### src/rtl/dma_init_sequencer_if.sv
// Init-task handshake between the DMA init sequencer and the register writer.
// The master raises one-hot init_req; the slave pulses the matching init_fin bit.
interface dma_init_sequencer_if #(
  parameter int TASK_CNT = 8
);
  logic [TASK_CNT-1:0] init_req;
  logic [TASK_CNT-1:0] init_fin;

  modport master (
    output init_req,
    input  init_fin
  );

  modport slave (
    input  init_req,
    output init_fin
  );
endinterface

### src/rtl/dma_init_sequencer.sv
// Walks the masked init-task vector in ascending order, one writer request at a time,
// with per-task timeout, completion pulse and saturating sequence cycle profile.
module dma_init_sequencer #(
  parameter int TASK_CNT       = 8,
  parameter int IDX_WIDTH      = 4,
  parameter int TIMEOUT_WIDTH  = 16,
  parameter int TIMEOUT_CYCLES = 1024,
  parameter int PROFILE_WIDTH  = 32
) (
  input  logic                     clk,
  input  logic                     reset,
  input  logic                     start,
  input  logic [TASK_CNT-1:0]      task_mask,
  input  logic                     clear_err,
  dma_init_sequencer_if.master     init,
  output logic                     busy,
  output logic                     done,
  output logic                     err,
  output logic [IDX_WIDTH-1:0]     err_task_idx,
  output logic [IDX_WIDTH-1:0]     tasks_done,
  output logic [PROFILE_WIDTH-1:0] seq_cycles
);

  localparam logic [2:0] S_IDLE = 3'd0;
  localparam logic [2:0] S_SCAN = 3'd1;
  localparam logic [2:0] S_WAIT = 3'd2;
  localparam logic [2:0] S_DONE = 3'd3;
  localparam logic [2:0] S_ERR  = 3'd4;

  localparam logic [IDX_WIDTH-1:0] IDX_END =
    IDX_WIDTH'(TASK_CNT);
  localparam logic [TIMEOUT_WIDTH-1:0] WCNT_LAST =
    TIMEOUT_WIDTH'(TIMEOUT_CYCLES - 1);
  localparam logic [TASK_CNT-1:0] ONE =
    {{(TASK_CNT-1){1'b0}}, 1'b1};

  logic [2:0]               state;
  logic [IDX_WIDTH-1:0]     idx;
  logic [TIMEOUT_WIDTH-1:0] wcnt;
  logic [TASK_CNT-1:0]      mask;
  logic [TASK_CNT-1:0]      onehot;
  logic                     sel;
  logic                     fin_hit;
  logic [PROFILE_WIDTH-1:0] seq_next;

  // onehot is zero once idx reaches TASK_CNT
  assign onehot   = ONE << idx;
  assign sel      = |(mask & onehot);
  assign fin_hit  = |(init.init_fin & init.init_req);
  assign seq_next = (&seq_cycles) ? seq_cycles
                                  : seq_cycles + 1'b1;

  always_ff @(posedge clk or negedge reset) begin
    if (!reset) begin
      state         <= S_IDLE;
      idx           <= '0;
      wcnt          <= '0;
      mask          <= '0;
      init.init_req <= '0;
      busy          <= 1'b0;
      done          <= 1'b0;
      err           <= 1'b0;
      err_task_idx  <= '0;
      tasks_done    <= '0;
      seq_cycles    <= '0;
    end else begin
      done <= 1'b0;
      unique case (state)
        S_IDLE: begin
          if (start) begin
            mask         <= task_mask;
            idx          <= '0;
            tasks_done   <= '0;
            seq_cycles   <= '0;
            err_task_idx <= '0;
            busy         <= 1'b1;
            state        <= S_SCAN;
          end
        end
        S_SCAN: begin
          seq_cycles <= seq_next;
          if (idx == IDX_END) begin
            done  <= 1'b1;
            state <= S_DONE;
          end else if (sel) begin
            init.init_req <= onehot;
            wcnt          <= '0;
            state         <= S_WAIT;
          end else begin
            idx <= idx + 1'b1;
          end
        end
        S_WAIT: begin
          seq_cycles <= seq_next;
          // an ack on the final count still completes the task
          if (fin_hit) begin
            init.init_req <= '0;
            idx           <= idx + 1'b1;
            tasks_done    <= tasks_done + 1'b1;
            state         <= S_SCAN;
          end else if (wcnt == WCNT_LAST) begin
            init.init_req <= '0;
            err_task_idx  <= idx;
            err           <= 1'b1;
            state         <= S_ERR;
          end else begin
            wcnt <= wcnt + 1'b1;
          end
        end
        S_DONE: begin
          busy  <= 1'b0;
          state <= S_IDLE;
        end
        S_ERR: begin
          if (clear_err) begin
            err   <= 1'b0;
            busy  <= 1'b0;
            state <= S_IDLE;
          end
        end
        default: begin
          busy  <= 1'b0;
          state <= S_IDLE;
        end
      endcase
    end
  end

endmodule

### src/flat_wrapper.sv
// flat-port wrapper written by rule: the top's interface ports become plain ports
module dma_init_sequencer_flat 
#(
  parameter int TASK_CNT       = 8,
  parameter int IDX_WIDTH      = 4,
  parameter int TIMEOUT_WIDTH  = 16,
  parameter int TIMEOUT_CYCLES = 1024,
  parameter int PROFILE_WIDTH  = 32
)
  (clk, reset, start, task_mask, clear_err, busy, done, err, err_task_idx, tasks_done, seq_cycles, init_init_req, init_init_fin);
  dma_init_sequencer_if #(.TASK_CNT(TASK_CNT)) init_i ();
  input  logic clk;
  input  logic reset;
  input  logic start;
  input  logic [TASK_CNT-1:0] task_mask;
  input  logic clear_err;
  output logic busy;
  output logic done;
  output logic err;
  output logic [IDX_WIDTH-1:0] err_task_idx;
  output logic [IDX_WIDTH-1:0] tasks_done;
  output logic [PROFILE_WIDTH-1:0] seq_cycles;
  output wire logic [$bits(init_i.init_req)-1:0] init_init_req;
  input wire logic [$bits(init_i.init_fin)-1:0] init_init_fin;
  assign init_init_req = init_i.init_req;
  assign init_i.init_fin = init_init_fin;
  dma_init_sequencer #(.TASK_CNT(TASK_CNT), .IDX_WIDTH(IDX_WIDTH), .TIMEOUT_WIDTH(TIMEOUT_WIDTH), .TIMEOUT_CYCLES(TIMEOUT_CYCLES), .PROFILE_WIDTH(PROFILE_WIDTH)) u_core (.clk(clk), .reset(reset), .start(start), .task_mask(task_mask), .clear_err(clear_err), .init(init_i), .busy(busy), .done(done), .err(err), .err_task_idx(err_task_idx), .tasks_done(tasks_done), .seq_cycles(seq_cycles));
endmodule
### config.mk
export PLATFORM = sky130hd
export DESIGN_NAME = dma_init_sequencer_flat
export DESIGN_NICKNAME = d
export VERILOG_FILES = /design/src/rtl/dma_init_sequencer_if.sv /design/src/rtl/dma_init_sequencer.sv /design/src/flat_wrapper.sv
export SDC_FILE = /design/constraint.sdc
export NUM_CORES = 1
export LEC_CHECK = 0
export ABC_CLOCK_PERIOD_IN_PS = 2300
export BUFFER_PORTS_ARGS = -buffer_cell sky130_fd_sc_hd__buf_2
export CELL_PAD_IN_SITES_DETAIL_PLACEMENT = 0
export CELL_PAD_IN_SITES_GLOBAL_PLACEMENT = 1
export CORE_AREA = 2 2 129 131
export DETAILED_ROUTE_END_ITERATION = 6
export DIE_AREA = 0 0 131 133
export HOLD_SLACK_MARGIN = 0.03
export PLACE_DENSITY = 0.67
export SLEW_MARGIN = 20
export SYNTH_ARGS = -nofsm -noshare
export SYNTH_HDL_FRONTEND = slang
export SYNTH_SLANG_ARGS = --single-unit
### constraint.sdc
create_clock -name clk -period 2.3 [get_ports clk]
set_input_delay 0.345 -clock clk [delete_from_list [all_inputs] [get_ports clk]]
set_output_delay 0.345 -clock clk [all_outputs]
set_load 0.03 [all_outputs]
Word-level counts from Yosys, hierarchy flattened
Index checks and enable logic that the tools add are counted.
{ "word_totals": {"out_inout_bits": 51, "input_bits": 20, "word_cells": 94, "ff_bits": 82} }
{ "classes": {"eq_ne": 17, "n_bitwise": 3, "addsub": 4, "n_shift": 1, "reduce_logical": 20, "n_mux": 38} }
{ "op_table": {"columns": ["operator", "n"], "rows": [
  ["2-to-1 mux 16 bit", 4],
  ["2-to-1 mux 32 bit", 2],
  ["one-hot mux 32 bit (2 select lines)", 1],
  ["adder 32 x 1 -> 32 bit, second input constant", 1],
  ["2-to-1 mux 8 bit", 4],
  ["one-hot mux 16 bit (2 select lines)", 1],
  ["AND reduction 32 bit", 1],
  ["2-to-1 mux 4 bit", 7],
  ["2-to-1 mux 3 bit", 6],
  ["adder 16 x 1 -> 16 bit, second input constant", 1],
  ["bitwise AND 8 bit", 2],
  ["== test 16 x 10 -> 1 bit, second input constant", 1],
  ["one-hot mux 4 bit (2 select lines)", 2],
  ["one-hot mux 8 bit (2 select lines)", 1],
  ["AND reduction 4 bit", 4],
  ["OR reduction 8 bit", 2],
  ["inequality test 2 bit, second input constant", 7],
  ["one-hot mux 3 bit (4 select lines)", 1],
  ["one-hot mux 4 bit (3 select lines)", 1],
  ["AND reduction 5 bit", 2],
  ["AND reduction 3 bit", 3],
  ["adder 4 x 1 -> 4 bit, second input constant", 2],
  ["nonzero test 2 bit", 4],
  ["left shift 1 x 4 -> 8 bit, first input constant", 1],
  ["other kinds (14)", 22]
]} }

Logic depth before layout (Yosys ltp)
Gate-level depths: netlist (run 1).
{ "logic_depth": {"ltp_word": 6, "depth_mapped": 9, "ltp_nobuf": 7} }

Worst setup path after synthesis (run 1)
Ideal clock, no wire load.
{ "synth_path": {"kind": "reg-to-reg", "from": "reg u_core.seq_cycles[0]", "to": "reg u_core.seq_cycles[26]", "arrival_ps": 2326, "setup_ps": 120, "period_less_slack_ps": 2446, "stages_incl_launch_ff": 7, "n_path_buf": 0, "path_slack_ps": -146, "path_cell_list": "dfrtp_1 -> ha_1 -> nand3_1 -> or4_4 -> a211oi_2 -> a211oi_1 -> a31o_2"} }
{ "synth_via": {"elab_chain_cells": 3, "word_cells_on_any_way": 6} }
{ "synth_rtl": {"columns": ["item", "line", "rtl"], "rows": [
  ["start, declared", "dma_init_sequencer.sv:21", "output logic [PROFILE_WIDTH-1:0] seq_cycles"],
  ["start signal, assigned", "dma_init_sequencer.sv:81", "seq_cycles <= seq_next;"],
  ["start signal, assigned", "dma_init_sequencer.sv:94", "seq_cycles <= seq_next;"],
  ["adder 32 x 1 -> 32 bit / AND reduction 32 bit (equally long branches)", "dma_init_sequencer.sv:51, dma_init_sequencer.sv:50", null],
  ["2-to-1 mux 32 bit / inequality test 2 bit (equally long branches)", null, null],
  ["one-hot mux 32 bit (2 select lines) / AND reduction 3 bit (equally long branches)", null, null]
]} }
Parallel ways exist; a longest one is shown, timed or not. The select of a mux whose other input is x is not followed.
A chain may end at the register's enable or synchronous reset.

Final worst setup path (run 1)
{ "layout_path": {"from": "reg u_core.wcnt[13]", "to": "reg u_core.init.init_req[5]"} }
{ "layout_via": {"elab_chain_cells": 3} }
{ "layout_rtl": {"columns": ["item", "line", "rtl"], "rows": [
  ["start, declared", "dma_init_sequencer.sv:39", "logic [TIMEOUT_WIDTH-1:0] wcnt;"],
  ["start signal, assigned", "dma_init_sequencer.sv:107", "wcnt <= wcnt + 1'b1;"],
  ["== test 16 x 10 -> 1 bit", "dma_init_sequencer.sv:101", "end else if (wcnt == WCNT_LAST) begin"],
  ["inequality test 3 x 1 -> 1 bit (no source line)", null, null],
  ["AND reduction 4 bit (no source line)", null, null],
  ["end signal, assigned", "dma_init_sequencer.sv:86", "init.init_req <= onehot;"],
  ["end, declared", "dma_init_sequencer_if.sv:10", "output init_req,"]
]} }
Every way passes these cells.

==> results of run 1 <==
-- stage by stage --
step | hold WS (ps) | TNS, ps | instances | util (%)
final | 196 | 0 | 826 | 36.2
after global routing | 200 | 0 | 826 | 36.2
after CTS | 177 | 0 | 824 | 35.9
after detailed placement | 279 | 0 | 807 | 33.9
after global placement | 273 | 0 | 807 | 33.9
after floorplan | 49.4 | -188 | 492 | -
-- cells by family (layout without fill, tap and decap cells) --
logic type	after synthesis	count (layout)	share of synthesized area, %
and+or+nand+nor	226	226	26.6
AOI/OAI and AO/OA	116	116	17.6
DFF	82	82	44.9
buffers and inverters	36	150	3.37
muxes	20	20	4.57
adders and majority gates	9	9	2.46
xor gates and xnor gates	3	3	0.575
-- metal layers --
| metal | global-route usage [%] | vias up | share of wire, % |
|---|---|---|---|
| met3 | 3.96 | 9 | 4.6 |
| met5 | 0 | - | 0 |
| met4 | 5.02 | 0 | 0.80 |
| li1 | - | 2042 | - |
| met1 | 21.1 | 2101 | 47 |
| met2 | 25.2 | 82 | 48 |
-- power groups by stage --
| stage | clock (mW) | sequential (mW) | combinational, mW |
|---|---|---|---|
| 6_report | 1.53 | 1.83 | 2.29 |
| 5_1_grt | 1.64 | 1.86 | 2.52 |
| 4_1_cts | 1.58 | 1.83 | 2.27 |
| 3_5_place_dp | 0 | 1.86 | 2.26 |
| 3_3_place_gp | 0 | 1.85 | 2.23 |
| 2_1_floorplan | 0 | 2.00 | 1.26 |
-- area by class of cell --
cell class	count	area, sq um
fillers	1671	10300
well taps	220	275
repair buffers	119	739
clock inverters	5	60.1
flip-flops and latches	82	2050
inverters	15	56.3
multi-input cells	374	2410
clock buffers	11	253
-- registers in the layout, summed over array words and instances (netlist names) --
register              flops
u_core.seq_cycles        32
u_core.wcnt              16
u_core.init.init_req      8
u_core.mask               8
u_core.err_task_idx       4
u_core.idx                4
u_core.tasks_done         4
u_core.state              3
u_core.busy               1
u_core.done               1
u_core.err                1
-- cell usage after synthesis (7+ instances only) --
library cell,number,area share (%)
o21ai_0,28,3.1
clkbuf_1,14,1.2
a31oi_1,11,1.5
nor2_1,23,1.9
mux2i_1,13,2.8
or3_1,12,1.6
nor3_1,13,1.4
nand2_1,77,6.3
dfrtp_1,82,45
ha_1,9,2.5
nand3_1,33,3.6
nand4_1,16,2.2
a21oi_1,20,2.2
inv_1,15,1.2
and3_1,13,1.8
o31ai_1,16,2.6
mux2_2,7,1.7
-- worst max-delay path: stages, from the launching register on --
cell	delay (ps)
dfrtp_1	420
or4_4	560
nor4_4	330
nor3_4	80
a211oi_4	350
mux2_2	370
-- repair_timing --
| item | 4_1_cts | 5_1_grt |
|---|---|---|
| hold buffers | 1 | 0 |
| gates resized for setup | 0 | 10 |
| endpoints found under the setup margin | 0 | 30 |
| endpoints found under the hold margin | 20 | 0 |
| buffers inserted | 0 | 2 |
-- worst max path at each step --
| stage | start | to | slack (ps) | cells past startpoint |
|---|---|---|---|---|
| 2_1_floorplan | u_core.seq_cycles[19] | u_core.seq_cycles[10] | -20 | 9 |
| 3_3_place_gp | u_core.idx[1] | u_core.init.init_req[5] | 120 | 7 |
| 3_5_place_dp | u_core.idx[1] | u_core.init.init_req[4] | 60 | 7 |
| 4_1_cts | u_core.idx[1] | u_core.init.init_req[5] | 50 | 7 |
| 5_1_grt | u_core.idx[0] | u_core.idx[2] | 20 | 8 |
| 6_report | u_core.wcnt[13] | u_core.init.init_req[5] | 90 | 5 |
==> impl_metrics.ini, run 1 <==
[run_status]
status = finished clean

[min_path]
hold_end = u_core.mask[7]
hp-class = in -> reg
whs_path_depth = 3
holdCritStartpoint = task_mask[7]

[drt]
drc = 0
drt-wirelength-per-cell_um = 16.0
wirelength_um = 13200
firstDrtPassIters = 4
drt_iter0_markers = 232
vias = 4234
final_antenna_net_count = 0
viasPerCell = 5.13

[critical_path]
required_ps = 2520
worst_setup_path_end_kind = register
r2r_end = u_core.init.init_req[5]
worstPathMaxFanout = 5
rr_startpoint = u_core.wcnt[13]
path_class = reg -> reg
ff2ff_setup_slack_ps = 90
r2r_cells = 5
start_kind = register
cp.arrival_ps = 2440

[sta]
final.min_clock_period_ps = 2210
layout_setup_ws_ps = 85.0
setup_viol = 0
rsz0062_at_grt = false
hold_viol_final = 0
finalMaxSlewViolations = 0
finClkSkew_ps = 11.2
slew_headroom_pct = 62.9
worstMarginPinSlew_ps = 555
fmax_ghz = 0.451
finalCritPeriodShare_pct = 96.3

[yosys]
ys.flop_type = dfrtp_1
synth_area_per_cell_sq_um = 9.29
synth_cell_types = 61
syn-num-nets = 521
synth_seq_area_share_pct = 44.9
ys.warnings.count = 0
synth-edff-count = 0
synthesis.area_sq_um = 4570
yosys_register_bits = 82
async_flop_share_pct = 100
synth_cells = 492

[final_layout]
nets = 630
n_antenna_cell = 0
drive_gt1_share_pct = 28.7
final_common_cell = dfrtp_1
final_cell_area_sq_um = 5850
area_growth_pct = 28.0
final_cell_mix = dfrtp_1 (80), nand2_1 (77), buf_2 (69)

[global_route]
antenna_found_initial = 0
grt_max_degree = 39
grt.total_usage_pct = 15.9
grt.overflow.total = 0
grt_pass1_wl_um = 21900
grt_pass1_vias = 4361

[die]
ioPinCount = 71
die_area_sq_um = 17400
initial_core_util_pct = 28.3
fp.dieH_um = 133
die_width_um = 131
placement_rows = 47
core-area_sq_um = 16200

[power_and_ir_drop]
pwr-share-comb_pct = 40.5
power.density_nw_per_um2 = 967
switchingPower_mw = 2.22
switching_share_pct = 39.2
ir_drop_uv = 445
pwr-share-seq_pct = 32.4
power_frac_clock_pct = 27.1
total_power_mw = 5.66
leakage_nw = 2.76
p_int_mw = 3.44

[clocking]
clk_latency_ps = 340
cts_tree = yes
clock_sinks = 82
clkTransAtPathRegs_ps = 60
cts.path.max_buffers = 2
root_buffer = clkbuf_16
cts_buffers = 9
cts_max_level = 3

[placed_design]
place_ws_ps = 61.3
dp_hpwl_um = 9710
post_dp_cell_area_sq_um = 5480
gp_congestion = 0.812
port_buffers = 70

[run]
cap_viol_max_count = 0
Note: power is estimated with default switching activity, not from simulation.
==> run 2, diff against run 1 <==
- BUFFER_PORTS_ARGS: -buffer_cell sky130_fd_sc_hd__buf_2 -> -buffer_cell sky130_fd_sc_hd__clkbuf_2
- GPL_TIMING_DRIVEN: not set -> 1
==> run 2 against run 1 <==
- hold slack lost 11 ps
- flip-flop and latch count unchanged
- sequential share of layout area grew 0.44 points
- clock power down 4%
- highest routed layer unchanged
- fmax rose by 1.4%
- first-iteration DRC count is 12% lower
- critical path depth is 3 higher
- count of clock-buffer cells in the layout grew 1
- non-clock buffer count down 6
- register-to-register slack improved by 30 ps
- power down 1.7%
==> impl_metrics.ini, run 2 (same netlist as run 1, synthesis figures left out) <==
[min_path]
hp-class = in -> reg

[placed_design]
gp_congestion = 0.833
post_dp_cell_area_sq_um = 5460
place_inst = 803
dp_hpwl_um = 9530
port_buffers = 70

[final_layout]
n_antenna_cell = 0
utilization_pct = 35.7
largest_reg_flops = 32
nets = 624
regArea_sq_um = 2050
drive_gt1_share_pct = 26.8
fillCellCount = 1677
area_growth_pct = 26.4
layout.cells.non_filler = 820
multi_input_area_sq_um = 2390
final_cell_area_sq_um = 5780
regMostFlops = u_core.seq_cycles
reg_top3 = u_core.seq_cycles x32, u_core.wcnt x16
final_cell_mix = dfrtp_1 (80), nand2_1 (77), clkbuf_2 (69)
final_common_cell = dfrtp_1

[drt]
drt-wirelength-per-cell_um = 15.9
final_antenna_net_count = 0
wirelength_um = 13000
drt_iter0_markers = 205
drc = 0
viasPerCell = 5.15
vias = 4226
firstDrtPassIters = 4

[critical_path]
required_ps = 2540
cp.arrival_ps = 2420
crit_chain = buf_4, ha_1, ha_1, a22oi_1, and2_1, a221o_1, nand3_1, mux2_2
worstPathMaxFanout = 4
worst_setup_path_end_kind = register
path_common_cell = ha_1
path_class = reg -> reg
start_kind = register
critPathMaxStageDelay_ps = 390
crit_slowest_cell = dfrtp_1

[clocking]
cts_max_level = 3
clkTransAtPathRegs_ps = 60
postCtsSetupRepairBufs = 0
cts_tree = yes
cts_buffers = 9
clock_sinks = 82
root_buffer = clkbuf_16
clk_latency_ps = 350
cts.path.max_buffers = 2

[sta]
finClkSkew_ps = 7.66
worstMarginPinSlew_ps = 585
setup_viol = 0
finalMaxSlewViolations = 0
fmax_ghz = 0.458
hold_viol_final = 0
rsz0062_at_grt = false
slew_headroom_pct = 60.8
final.min_clock_period_ps = 2180
finalCritPeriodShare_pct = 95.0

[global_route]
grt.overflow.total = 0
grt.total_usage_pct = 16.0
grt_pass1_wl_um = 21900
grt_pass1_vias = 4262
antenna_found_initial = 0
grt_max_degree = 42

[power_and_ir_drop]
leakage_nw = 2.68
p_int_mw = 3.37
switching_share_pct = 39.3
switchingPower_mw = 2.19
pwr-share-seq_pct = 33.0
power.density_nw_per_um2 = 963
pwr-share-comb_pct = 40.5
ir_drop_uv = 518
power_frac_clock_pct = 26.5

[run]
cap_viol_max_count = 0

[die]
die_width_um = 131
placement_rows = 47
core-area_sq_um = 16200
fp.dieH_um = 133
initial_core_util_pct = 28.3
die_area_sq_um = 17400
ioPinCount = 71

[run_status]
status = finished clean
-- run 2: path summary, 6_finish.rpt --
| kind | startpoint | to | slack, ps | depth (start not counted) |
|---|---|---|---|---|
| worst max register to register | u_core.idx[0] | u_core.idx[2] | 120 | 8 |
| worst min-delay path | task_mask[4] | u_core.mask[4] | 180 | 3 |
| min in group asynchronous | reset | u_core.init.init_req[2] | 480 | 2 |
| worst min register to register | u_core.mask[6] | u_core.mask[6] | 490 | 2 |
| worst max-delay path | u_core.idx[0] | u_core.idx[2] | 120 | 8 |
| max in group asynchronous | reset | u_core.seq_cycles[0] | 1240 | 3 |
-- run 2: per-layer routing --
layer	vias up	wire length (um)	global-route usage [%]
li1	2029	-	-
met1	2091	6040	21.1
met2	93	6200	25.9
met3	13	561	3.11
met4	0	203	5.73
met5	-	0	0
-- run 2: stage by stage --
stage	hold slack, ps	total power [mW]	setup TNS, ps	setup slack [ps]
2_1_floorplan	49.4	3.25	-188	-23.1
3_3_place_gp	308	4.06	0	137
3_5_place_dp	307	4.10	0	69.8
4_1_cts	176	5.61	0	30.3
5_1_grt	194	5.94	0	13.6
6_report	184	5.56	0	116
-- run 2: what timing repair did --
| action | in CTS | in global routing |
|---|---|---|
| hold endpoints to repair | 27 | 0 |
| resized for setup | 0 | 4 |
| endpoints found under the setup margin | 0 | 18 |
| hold buffers | 1 | 0 |
-- run 2: final cells by class --
type                    count  area share (%)
well taps                 220            4.76
clock inverters             4           0.888
inverters                  15           0.975
repair buffers            113            12.2
flip-flops and latches     82            35.6
multi-input cells         374            41.3
clock buffers              12            4.27
-- run 2: worst max-delay path: cells and delay by family, from the launching register on --
family | cells | cell delay [ps]
compound gates | 2 | 450
fa+ha+maj | 2 | 430
buf+inv | 1 | 150
flops | 1 | 390
mux | 1 | 310
simple gates | 2 | 350
-- run 2: power by group through the flow --
stage	clock [mW]	sequential, mW	combinational, mW
3_5_place_dp	0	1.86	2.25
2_1_floorplan	0	2.00	1.26
6_report	1.47	1.83	2.25
3_3_place_gp	0	1.85	2.21
4_1_cts	1.52	1.83	2.26
5_1_grt	1.57	1.87	2.50
==> run 3, diff against run 2 <==
- RECOVER_POWER: not set -> 50
==> run 3 against run 2 <==
- critical path depth unchanged
- design area decreased by 0.82%
- flip-flop and latch count unchanged
- first-iteration DRC count decreased by 3.9%
- clock power about the same
- via count decreased by 0.47%
- fmax increased by 0.32%
- critical path type unchanged
- non-clock buffer count unchanged
- highest routed layer unchanged
- utilization decreased by 0.29 points
==> impl_metrics.ini, run 3 (same netlist as run 1, synthesis figures left out) <==
[final_layout]
reg_top3 = u_core.seq_cycles x32, u_core.wcnt x16
utilization_pct = 35.4
fillCellCount = 1681
regMostFlops = u_core.seq_cycles
layout.cells.non_filler = 820
nets = 624
drive_gt1_share_pct = 22.8
n_antenna_cell = 0
largest_reg_flops = 32
final_common_cell = dfrtp_1
area_growth_pct = 25.4
final_cell_mix = dfrtp_1 (80), nand2_1 (77), clkbuf_2 (47)

[global_route]
antenna_found_initial = 0
grt_max_degree = 42
grt.overflow.total = 0
grt_pass1_vias = 4262
grt_pass1_wl_um = 21900
grt.total_usage_pct = 16.0

[die]
fp.dieH_um = 133
placement_rows = 47
ioPinCount = 71
core-area_sq_um = 16200
initial_core_util_pct = 28.3
die_width_um = 131
die_area_sq_um = 17400

[run_status]
status = finished clean

[placed_design]
port_buffers = 70
gp_congestion = 0.833
place_ws_ps = 69.8
dp_hpwl_um = 9530
place_inst = 803

[clocking]
cts.path.max_buffers = 2
cts_tree = yes
clock_sinks = 82
clk_latency_ps = 350
cts_max_level = 3
clkTransAtPathRegs_ps = 60
postCtsSetupRepairBufs = 0
cts_buffers = 9
root_buffer = clkbuf_16

[sta]
setup_viol = 0
layout_setup_ws_ps = 123
finClkSkew_ps = 8.07
worstMarginPinSlew_ps = 842
hold_viol_final = 0
finalMaxSlewViolations = 0
slew_headroom_pct = 43.9
finalCritPeriodShare_pct = 94.7
fmax_ghz = 0.459
rsz0062_at_grt = false
fin_tns_setup_ps = 0
final.min_clock_period_ps = 2180

[power_and_ir_drop]
power.density_nw_per_um2 = 967
switchingPower_mw = 2.18
pwr-share-seq_pct = 33.1
leakage_nw = 2.60
p_int_mw = 3.36
ir_drop_uv = 518
pwr-share-comb_pct = 40.3
power_frac_clock_pct = 26.6
switching_share_pct = 39.4

[drt]
firstDrtPassIters = 5
vias = 4206
final_antenna_net_count = 0
drt_iter0_markers = 197
viasPerCell = 5.13
drc = 0
wirelength_um = 13000
drt-wirelength-per-cell_um = 15.8

[run]
cap_viol_max_count = 0

[critical_path]
path_class = reg -> reg
cp.arrival_ps = 2410
critPathMaxStageDelay_ps = 390
worstPathMaxFanout = 4
ff2ff_setup_slack_ps = 120
crit_slowest_cell = dfrtp_1
path_common_cell = ha_1
required_ps = 2530
crit_chain = buf_4, ha_1, ha_1, a22oi_1, and2_1, a221o_1, nand3_1, mux2_2
worst_setup_path_end_kind = register
start_kind = register

[min_path]
hp-class = in -> reg
[run 3: changes by cell type in the layout (fill, tap and decap cells not counted), sizes merged]
| cell | change |
|---|---|
| buf | -3 |
| clkbuf | +3 |
[run 3: area by class of cell]
class,instances,area [sq um],area share [%]
timing repair buffer,113,659,11.5
clock inverter,4,51.3,0.895
multi-input combinational,374,2390,41.6
tap,220,275,4.80
sequential,82,2050,35.9
inverter,15,56.3,0.983
clock buffer,12,246,4.30
[run 3: final timing paths]
kind | from | to | cells past startpoint
min in group asynchronous | reset | u_core.init.init_req[2] | 2
min reg2reg | u_core.mask[6] | u_core.mask[6] | 2
max reg2reg | u_core.idx[0] | u_core.idx[2] | 8
min | task_mask[4] | u_core.mask[4] | 3
max in group asynchronous | reset | u_core.seq_cycles[1] | 3
max | u_core.idx[0] | u_core.idx[2] | 8
[run 3: power groups by stage]
stage | sequential [mW] | combinational, mW | clock (mW)
2_1_floorplan | 2.00 | 1.26 | 0
4_1_cts | 1.83 | 2.26 | 1.52
3_3_place_gp | 1.85 | 2.21 | 0
6_report | 1.83 | 2.23 | 1.47
3_5_place_dp | 1.86 | 2.25 | 0
5_1_grt | 1.87 | 2.48 | 1.57
[run 3: metrics by stage]
| stage | cell area [sq um] | hold WS (ps) | power [mW] |
|---|---|---|---|
| global placement | 5460 | 308 | 4.06 |
| floorplan | 4580 | 49.4 | 3.25 |
| detailed placement | 5460 | 307 | 4.10 |
| finish | 5730 | 187 | 5.54 |
| CTS | 5770 | 176 | 5.61 |
| global route | 5730 | 194 | 5.92 |
[run 3: timing repair]
item | 4_1_cts | 5_1_grt
hold buffers | 1 | 0
gates resized for setup | 0 | 4
hold endpoints to repair | 27 | 0
endpoints found under the setup margin | 0 | 18
[run 3: metal layers]
metal | global-route usage (%) | part of all wire (%) | wire length (um)
met5 | 0 | 0 | 0
met2 | 25.9 | 48 | 6190
met4 | 5.73 | 1.3 | 167
met1 | 21.1 | 47 | 6090
met3 | 3.11 | 4.1 | 533
[run 3: worst max-delay path: cells and delay by family (launching register included)]
| family | cells | cell delay [ps] |
|---|---|---|
| mux | 1 | 310 |
| flops | 1 | 390 |
| buf+inv | 1 | 150 |
| compound gates | 2 | 450 |
| simple gates | 2 | 350 |
| fa+ha+maj | 2 | 430 |
